### src/rtl/lcd_bus_responder.sv
// Receive side of the character-LCD bus: decodes HD44780-style instructions
// and data writes into a 2x16 buffer, and answers status/data reads.
module lcd_bus_responder #(
  parameter int BUSY_CYCLES  = 2000,
  parameter int CLEAR_CYCLES = 82000
) (
  input  logic       clk,
  input  logic       reset,
  input  logic       lcd_e,
  input  logic       lcd_rs,
  input  logic       lcd_rw,
  input  logic [7:0] lcd_db,
  output logic [7:0] db_out,
  output logic       db_oe,
  input  logic [4:0] rd_addr,
  output logic [7:0] rd_char,
  output logic       display_on,
  output logic       busy,
  output logic       wr_strobe,
  output logic       err_busy_wr
);

  localparam int MAXC = (CLEAR_CYCLES > BUSY_CYCLES) ? CLEAR_CYCLES : BUSY_CYCLES;
  localparam int CW   = $clog2(MAXC + 1);
  localparam logic [CW-1:0] BUSY_LD  = CW'(BUSY_CYCLES);
  localparam logic [CW-1:0] CLEAR_LD = CW'(CLEAR_CYCLES);

  typedef enum logic [1:0] {
    ST_IDLE  = 2'd0,
    ST_EXEC  = 2'd1,
    ST_CLEAR = 2'd2
  } state_t;

  state_t          r_state, w_state_nx;
  logic            r_e_s1, r_e_s2, r_rs_s1, r_rs_s2, r_rw_s1, r_rw_s2;
  logic [7:0]      r_db_s1, r_db_s2;
  logic            r_cap_rs, r_cap_rw;
  logic [7:0]      r_cap_db;
  logic            r_pend;
  logic [6:0]      r_ac, w_ac_nx;
  logic            r_id, w_id_nx;
  logic            r_cg, w_cg_nx;
  logic            r_disp, w_disp_nx;
  logic            r_busy;
  logic [CW-1:0]   r_busy_cnt;
  logic            w_busy_ld;
  logic [CW-1:0]   w_busy_val;
  logic [4:0]      r_clr_idx, w_clr_idx_nx;
  logic            w_we;
  logic [4:0]      w_widx;
  logic [7:0]      w_wdata;
  logic            r_wr_strobe, w_wr_strobe_nx;
  logic            r_err, w_err_nx;
  logic [7:0]      r_db_out, w_db_out_nx;
  logic            r_db_oe;
  logic [7:0]      r_rd_char;
  logic [7:0]      r_buf [32];
  logic            w_e_fall;
  logic            w_rd_act;

  function automatic logic [4:0] buf_idx(input logic [6:0] ac);
    return {ac[6], ac[3:0]};
  endfunction

  // Move the address counter one step, wrapping between the two line windows.
  function automatic logic [6:0] ac_step(input logic [6:0] ac, input logic inc);
    logic [6:0] nx;
    if (inc) begin
      if (ac == 7'h0F)      nx = 7'h40;
      else if (ac == 7'h4F) nx = 7'h00;
      else                  nx = ac + 7'd1;
    end else begin
      if (ac == 7'h00)      nx = 7'h4F;
      else if (ac == 7'h40) nx = 7'h0F;
      else                  nx = ac - 7'd1;
    end
    return nx;
  endfunction

  // Falling edge seen between the two synchronizer stages.
  assign w_e_fall = r_e_s2 & ~r_e_s1;
  assign w_rd_act = r_e_s1 & r_rw_s1;

  // Bus synchronizers and capture of the transfer fields while E is high.
  always_ff @(posedge clk or negedge reset) begin
    if (!reset) begin
      r_e_s1   <= 1'b0;
      r_e_s2   <= 1'b0;
      r_rs_s1  <= 1'b0;
      r_rs_s2  <= 1'b0;
      r_rw_s1  <= 1'b0;
      r_rw_s2  <= 1'b0;
      r_db_s1  <= 8'h00;
      r_db_s2  <= 8'h00;
      r_cap_rs <= 1'b0;
      r_cap_rw <= 1'b0;
      r_cap_db <= 8'h00;
    end else begin
      r_e_s1  <= lcd_e;
      r_e_s2  <= r_e_s1;
      r_rs_s1 <= lcd_rs;
      r_rs_s2 <= r_rs_s1;
      r_rw_s1 <= lcd_rw;
      r_rw_s2 <= r_rw_s1;
      r_db_s1 <= lcd_db;
      r_db_s2 <= r_db_s1;
      if (r_e_s2) begin
        r_cap_rs <= r_rs_s2;
        r_cap_rw <= r_rw_s2;
        r_cap_db <= r_db_s2;
      end
    end
  end

  // Next-state, register updates and buffer write port.
  always_comb begin
    w_state_nx     = r_state;
    w_ac_nx        = r_ac;
    w_id_nx        = r_id;
    w_cg_nx        = r_cg;
    w_disp_nx      = r_disp;
    w_clr_idx_nx   = r_clr_idx;
    w_busy_ld      = 1'b0;
    w_busy_val     = BUSY_LD;
    w_we           = 1'b0;
    w_widx         = buf_idx(r_ac);
    w_wdata        = r_cap_db;
    w_wr_strobe_nx = 1'b0;
    w_err_nx       = 1'b0;
    if (!w_rd_act)     w_db_out_nx = 8'h00;
    else if (!r_rs_s1) w_db_out_nx = {r_busy, r_ac};
    else if (r_busy)   w_db_out_nx = 8'h00;
    else               w_db_out_nx = r_buf[buf_idx(r_ac)];

    case (r_state)
      ST_IDLE: begin
        if (w_e_fall || r_pend) w_state_nx = ST_EXEC;
        else                    w_state_nx = ST_IDLE;
      end
      ST_EXEC: begin
        w_state_nx = ST_IDLE;
        if (r_cap_rw) begin
          if (r_cap_rs && !r_busy) w_ac_nx = ac_step(r_ac, r_id);
          else                     w_ac_nx = r_ac;
        end else if (r_busy) begin
          w_err_nx = 1'b1;
        end else if (r_cap_rs) begin
          w_busy_ld = 1'b1;
          if (!r_cg) begin
            w_we           = 1'b1;
            w_wr_strobe_nx = 1'b1;
            w_ac_nx        = ac_step(r_ac, r_id);
          end else begin
            w_ac_nx = r_ac;
          end
        end else begin
          // Instruction: the most significant set bit selects the command.
          w_busy_ld = (r_cap_db != 8'h00);
          if (r_cap_db[7]) begin
            w_ac_nx = {r_cap_db[6], 2'b00, r_cap_db[3:0]};
            w_cg_nx = 1'b0;
          end else if (r_cap_db[6]) begin
            w_cg_nx = 1'b1;
          end else if (r_cap_db[5]) begin
            w_cg_nx = r_cg;
          end else if (r_cap_db[4]) begin
            if (!r_cap_db[3]) w_ac_nx = ac_step(r_ac, r_cap_db[2]);
            else              w_ac_nx = r_ac;
          end else if (r_cap_db[3]) begin
            w_disp_nx = r_cap_db[2];
          end else if (r_cap_db[2]) begin
            w_id_nx = r_cap_db[1];
          end else if (r_cap_db[1]) begin
            w_ac_nx    = 7'h00;
            w_busy_val = CLEAR_LD;
          end else if (r_cap_db[0]) begin
            w_state_nx   = ST_CLEAR;
            w_clr_idx_nx = 5'd0;
            w_busy_val   = CLEAR_LD;
          end else begin
            w_state_nx = ST_IDLE;
          end
        end
      end
      ST_CLEAR: begin
        w_we    = 1'b1;
        w_widx  = r_clr_idx;
        w_wdata = 8'h20;
        if (r_clr_idx == 5'd31) begin
          w_state_nx   = ST_IDLE;
          w_clr_idx_nx = 5'd0;
          w_ac_nx      = 7'h00;
          w_id_nx      = 1'b1;
        end else begin
          w_state_nx   = ST_CLEAR;
          w_clr_idx_nx = r_clr_idx + 5'd1;
        end
      end
      default: w_state_nx = ST_IDLE;
    endcase
  end

  // Control state, busy timer and registered outputs.
  always_ff @(posedge clk or negedge reset) begin
    if (!reset) begin
      r_state     <= ST_IDLE;
      r_pend      <= 1'b0;
      r_ac        <= 7'h00;
      r_id        <= 1'b1;
      r_cg        <= 1'b0;
      r_disp      <= 1'b0;
      r_clr_idx   <= 5'd0;
      r_busy      <= 1'b0;
      r_busy_cnt  <= '0;
      r_wr_strobe <= 1'b0;
      r_err       <= 1'b0;
      r_db_out    <= 8'h00;
      r_db_oe     <= 1'b0;
    end else begin
      r_state     <= w_state_nx;
      // A fall during the clear sweep is held until the FSM is idle again.
      r_pend      <= (r_pend | w_e_fall) & (r_state != ST_IDLE);
      r_ac        <= w_ac_nx;
      r_id        <= w_id_nx;
      r_cg        <= w_cg_nx;
      r_disp      <= w_disp_nx;
      r_clr_idx   <= w_clr_idx_nx;
      r_wr_strobe <= w_wr_strobe_nx;
      r_err       <= w_err_nx;
      r_db_out    <= w_db_out_nx;
      r_db_oe     <= w_rd_act;
      if (w_busy_ld) begin
        r_busy_cnt <= w_busy_val;
        r_busy     <= 1'b1;
      end else if (r_busy_cnt != '0) begin
        r_busy_cnt <= r_busy_cnt - CW'(1);
        r_busy     <= (r_busy_cnt != CW'(1));
      end else begin
        r_busy <= 1'b0;
      end
    end
  end

  // Character buffer and display-side read port (old data on collision).
  always_ff @(posedge clk or negedge reset) begin
    if (!reset) begin
      for (int i = 0; i < 32; i++) r_buf[i] <= 8'h20;
      r_rd_char <= 8'h20;
    end else begin
      if (w_we) r_buf[w_widx] <= w_wdata;
      r_rd_char <= r_buf[rd_addr];
    end
  end

  assign db_out      = r_db_out;
  assign db_oe       = r_db_oe;
  assign rd_char     = r_rd_char;
  assign display_on  = r_disp;
  assign busy        = r_busy;
  assign wr_strobe   = r_wr_strobe;
  assign err_busy_wr = r_err;

endmodule

### config.mk
export PLATFORM = sky130hd
export DESIGN_NAME = lcd_bus_responder
export DESIGN_NICKNAME = d
export VERILOG_FILES = /design/src/rtl/lcd_bus_responder.sv
export SDC_FILE = /design/constraint.sdc
export NUM_CORES = 1
export LEC_CHECK = 0
export ABC_CLOCK_PERIOD_IN_PS = 7870
export BUFFER_PORTS_ARGS = -buffer_cell sky130_fd_sc_hd__buf_4
export CORE_UTILIZATION = 41
export CTS_CLUSTER_SIZE = 10
export DETAILED_ROUTE_END_ITERATION = 16
export PLACE_DENSITY = 0.64
export SLEW_MARGIN = 40
export SYNTH_ARGS = -nofsm -noshare
export SYNTH_HDL_FRONTEND = slang
export SYNTH_SLANG_ARGS = --single-unit
export TNS_END_PERCENT = 1
### constraint.sdc
create_clock -name clk -period 7.87 [get_ports clk]
set_clock_uncertainty 0.05 [all_clocks]
set_input_delay 0.787 -clock clk [delete_from_list [all_inputs] [get_ports clk]]
set_output_delay 0.787 -clock clk [all_outputs]
set_load 0.02 [all_outputs]
# == Word level (Yosys, flattened, before mapping) ==
# Cells that the tools add are included.
# word_totals
regBits,343
input_bits,18
out_inout_bits,21
# classes
addsub,4
order_cmp,4
eq_ne,28
n_mux,104
bitwise,15
n_reduce_logical,17
# op_table
cell,count
$bwmux 256,1
$mux 17,14
$mux 7,20
$bmux 8 s5,2
$mux 8,9
$mux 5,13
$demux 8 s5,1
$mux 1,27
$ne 2x2->1 const B,13
$mux 2,12
$ge 6x6->1 const B,3
$not 5->6,3
$ne 17x1->1 const B,1
$reduce_bool 17->1,1
$sub 17x1->17 const B,1
$ne 5x5->1 const B,3
$eq 7x7->1 const B,2
$pmux 7 s2,1
$ne 6x6->1 const B,2
$reduce_and 12->1,1
$reduce_and 11->1,1
$pmux 5 s2,1
$reduce_and 10->1,1
$reduce_and 9->1,1
other kinds (23),38

# == Longest topological paths before layout ==
# depth
depth_word,13
mapped_depth,10

# == Least setup slack after synthesis ==
# No wires, ideal clock.
# synth_path
path_kind,input to register
from,in rd_addr[0]
to,reg r_rd_char[0] (netlist: rd_char[0])
setup_time_ps,125
arrival_ps,2809
setup_slack_ps,4887
stages,5
path_buffers,2
cell_sequence,buf_2 > buf_1 > mux4_2 > mux4_2 > mux2_2
# synth_via
elab_chain_len,4
# synth_rtl
item,line_no,source
start: declaration,15,"input logic [4:0] rd_addr,"
$not 5->6 (implied by the code),251,r_rd_char <= r_buf[rd_addr];
$bmux 8 s5,251,
$mux 8 (implied by the code) (2 in series),251,
end signal: assignment,251,
end: declaration,56,logic [7:0] r_rd_char;
# Every way passes these cells. The select of a mux whose other input is x is not followed.
# A chain may end at the register's enable or synchronous reset.

# == Worst setup path in the final report ==
# layout_path
from,reg r_state[0]
to,reg r_buf[39] (netlist name)
# layout_via
elab_chain_len,8
elab_cells_between_ends,12
classes_between,2 x order compare; 2 x eq/ne; 6 x mux; 1 x bitwise; 1 x reduce/logical
# layout_rtl
item,line_no,source
start: declaration,34,"state_t r_state, w_state_nx;"
start signal: assignment,220,r_state <= w_state_nx;
$eq 2x2->1,135,case (r_state)
$mux 5,135,
$not 5->6 (implied by the code),250,if (w_we) r_buf[w_widx] <= w_wdata;
$ge 6x6->1 (implied by the code) / $lt 6x1->1 (equally long branches),250,
$logic_and 1x1->1 (implied by the code),250,
$mux 8 (implied by the code),250,
$demux 8 s5,250,
$bwmux 256,250,
end signal: indexed assignment,250,
end: declaration,57,logic [7:0] r_buf [32];
# Parallel ways exist; a longest one is shown, timed or not.

==> impl_results.md <==
* Io pins at 39
* Die width at 212 um
* Final setup violation count at 0
* H-tree lvl count at 2
* Vias/cell at 6.11
* Initial antenna violation count at 1
* Dominant cell type by area after synthesis: dfrtp_1
* Pwr Total at 4.14 mW
* Rel. slew slack at 43.4%
* Ranking of synthesized cells by area: dfrtp_1 (43%), mux2_2 (16%), mux4_2 (16%)
* Setup TNS at 0 ps
* Vias at 11792
* CTS Hold Bufs at 0
* Unrepaired setup endpoints after global routing: no
* Final WL at 50800 um
* GRT Util Overall at 23.3%
* DRC errors left at 0
* Syn nets at 1326
* Port bufs at 38
* Grt ovf at 0
* Detailed Place HPWL at 33600 um
* Fill count at 3744
* CTS tree: done
* Reg clk slew, reported paths at 60 ps
* CTS Buffer Depth at 3
* Setup crit start kind: flop
* Synthesized area per cell at 13.9 um2
* Post CTS Setup Buffer Count at 0
* Row count at 76
* Vias in the first global route at 11888
* Layout cells sized above 1 at 43.7%
* LEAKAGE at 8.83 nW
* Starting Density at 41.7%
* Core Region at 43300 um2
* Setup WS post-layout at 4310 ps
* Worst setup path category: flop to flop
* Area of the multi-input gates at 9020 um2
* Pwr dens at 204 nW/um2
* Die area at 44900 um2
* Synthesis warning total at 0
* Max-slew violation count at 0
* Post-synth EDFFs at 0
* Antenna fix cells at 0
* Worst Tran Pin Value at 848 ps
* Finished Layout Cells at 1929
* Post-cts gate resize count at 0
* Status: complete, no violations
* First-pass GRT wire length at 77600 um
* Period minus WS final at 3560 ps
* GPL Wtd Cong at 0.909
* Largest net degree at the start of global routing at 103
* Routed Antenna Nets at 0
* Synthesized area at 18000 um2
* Num CTS Buffers at 41
* Synth Instances at 1298
* Clk root buf: clkbuf_16
* Final period util at 45.2%
* Fin. Hold Viols at 0
* Top cell type's share of synthesized area at 42.9%
* DR WL/cell at 26.3 um
* Worst skew pair latency at 540 ps
* Register area at 8630 um2
* Die height at 212 um
* Netlist cell types at 76
* Placed cells at 1851
* Crit path DAT at 3920 ps
* # nets final at 1339
* Synth async-reset ratio at 100%
* Number of synthesized register bits at 343
* First DRT Iteration DRCs at 1148
* Critical Path RT at 8230 ps
* Post-synth top flop: dfrtp_1
* Final hold slack at 128 ps
* HP Class: input pin to async pin
* VDD IR max at 0.000152 V
* CTS sink cnt at 343
* Maxcap violations at 0
* Dpl ws at 4200 ps
* TritonRoute pass-1 iters at 5
* Sequential fraction of the synthesis area at 47.8%
* Worst Setup End Kind: flop
* Fmax at 0.281 GHz
* Worst Path Max Fanout at 38
* Synth-to-Final Area Change at 12.6%
flip-flops by register name, indices dropped and copies added (netlist names), 2 cells and up:
signal	cells
r_clr_idx	5
r_buf	256
r_cap_db	8
r_db_s1	8
r_db_s2	8
rd_char	8
db_out	8
r_busy_cnt	17
r_ac	7
r_state	2
report_power, final:
group          leakage (nW)  switching, mW  internal, mW
registers              4.55         0.0796          1.82
logic                  3.69          0.301         0.172
clock network         0.592          0.730          1.03
total                  8.83           1.11          3.03
metrics by stage:
stage                     utilization (%)  instance area (um2)
after detailed placement             44.0                19000
after floorplan                         -                18000
after global routing                 47.0                20300
after CTS                            46.8                20300
final                                47.0                20300
after global placement               43.5                18800
Yosys cell counts, types with 4 or more instances:
library cell  instances
nand2_1              41
inv_1                18
buf_2                13
xor2_1                5
and2_1                4
or4_1                 4
nor2_2                6
dfrtp_1             309
nor2_1               52
nor2b_1              15
mux2_2              258
clkbuf_1             61
nor3_1               18
dfstp_2              34
o221ai_1             13
nor3b_1               5
a22o_1               13
ha_1                 10
nand3_1              14
o22ai_1               4
mux4_2              127
xnor2_1               8
a31oi_1               5
buf_1                19
or3_1                 6
o21ai_0              23
mux2_1                7
a211oi_1              9
a21oi_1              49
nor4_4                8
a22oi_1               5
nand2b_1             12
nor3_2                5
nand3b_1              5
mux2i_1              31
cell type report:
cell class / instances / share of cell area, %
Sequential cell: 343 / 42.5
Tap cell: 585 / 3.60
Timing Repair Buffer: 68 / 3.12
Inverter: 18 / 0.333
Clock buffer: 72 / 5.93
Clock inverter: 4 / 0.117
Multi-Input combinational cell: 839 / 44.4
worst paths after layout:
path                                      start                endpoint  slack [ps]  cells after the start
min in group clk                         lcd_rs       r_rs_s1$_DFF_PN0_         300                      1
max                        r_state[0]$_DFF_PN0_   r_buf[39]$_DFFE_PN0P_        4310                      8
min reg2reg                r_db_s1[6]$_DFF_PN0_    r_db_s2[6]$_DFF_PN0_         300                      0
max reg2reg                r_state[0]$_DFF_PN0_   r_buf[39]$_DFFE_PN0P_        4310                      8
min                                       reset       r_rw_s1$_DFF_PN0_         130                      1
max in group asynchronous                 reset  r_buf[165]$_DFFE_PN1P_        6380                      3
cell families after synthesis:
kind of cell	after synthesis	synth area share [%]
xor gates and xnor gates	13	0.631
buffers and inverters	116	2.67
and+or+nand+nor	222	7.54
AOI/OAI and AO/OA	169	6.39
DFF	343	47.8
adders and majority gates	10	0.693
muxes	425	34.3
worst max-delay path, stage by stage, from the launching register on:
cell and delay [ps]:
dfrtp_1 370, inv_1 70, ha_1 190, buf_4 260, or3b_2 550, o31a_1 510
nor2_1 280, nand3_1 630, mux2_2 510
cells in the final DEF, fill, tap and decap left out, types with 7 or more instances in the layout:
master,count
a22o_1,13
dfrtp_1,306
o221ai_1,13
a21oi_1,48
nor2b_1,7
mux2i_1,31
xnor2_1,8
mux2_2,258
dfstp_2,34
a211oi_1,8
nor4_4,8
o21ai_0,23
clkbuf_16,43
nor2_1,52
nor3_1,18
ha_1,10
nand2_1,41
clkbuf_1,27
mux4_2,127
buf_6,9
mux2_1,7
buf_4,51
inv_1,18
nand2b_1,12
nand3_1,14
routing by layer:
| metal | up-vias | wire (um) | global-route usage (%) |
|---|---|---|---|
| li1 | 4997 | - | - |
| met4 | 2 | 1520 | 7.12 |
| met3 | 101 | 4050 | 5.18 |
| met1 | 6220 | 22400 | 33.6 |
| met2 | 472 | 22800 | 35.0 |
| met5 | - | 13 | 0 |
No activity file was read; power rests on OpenSTA's default activity.
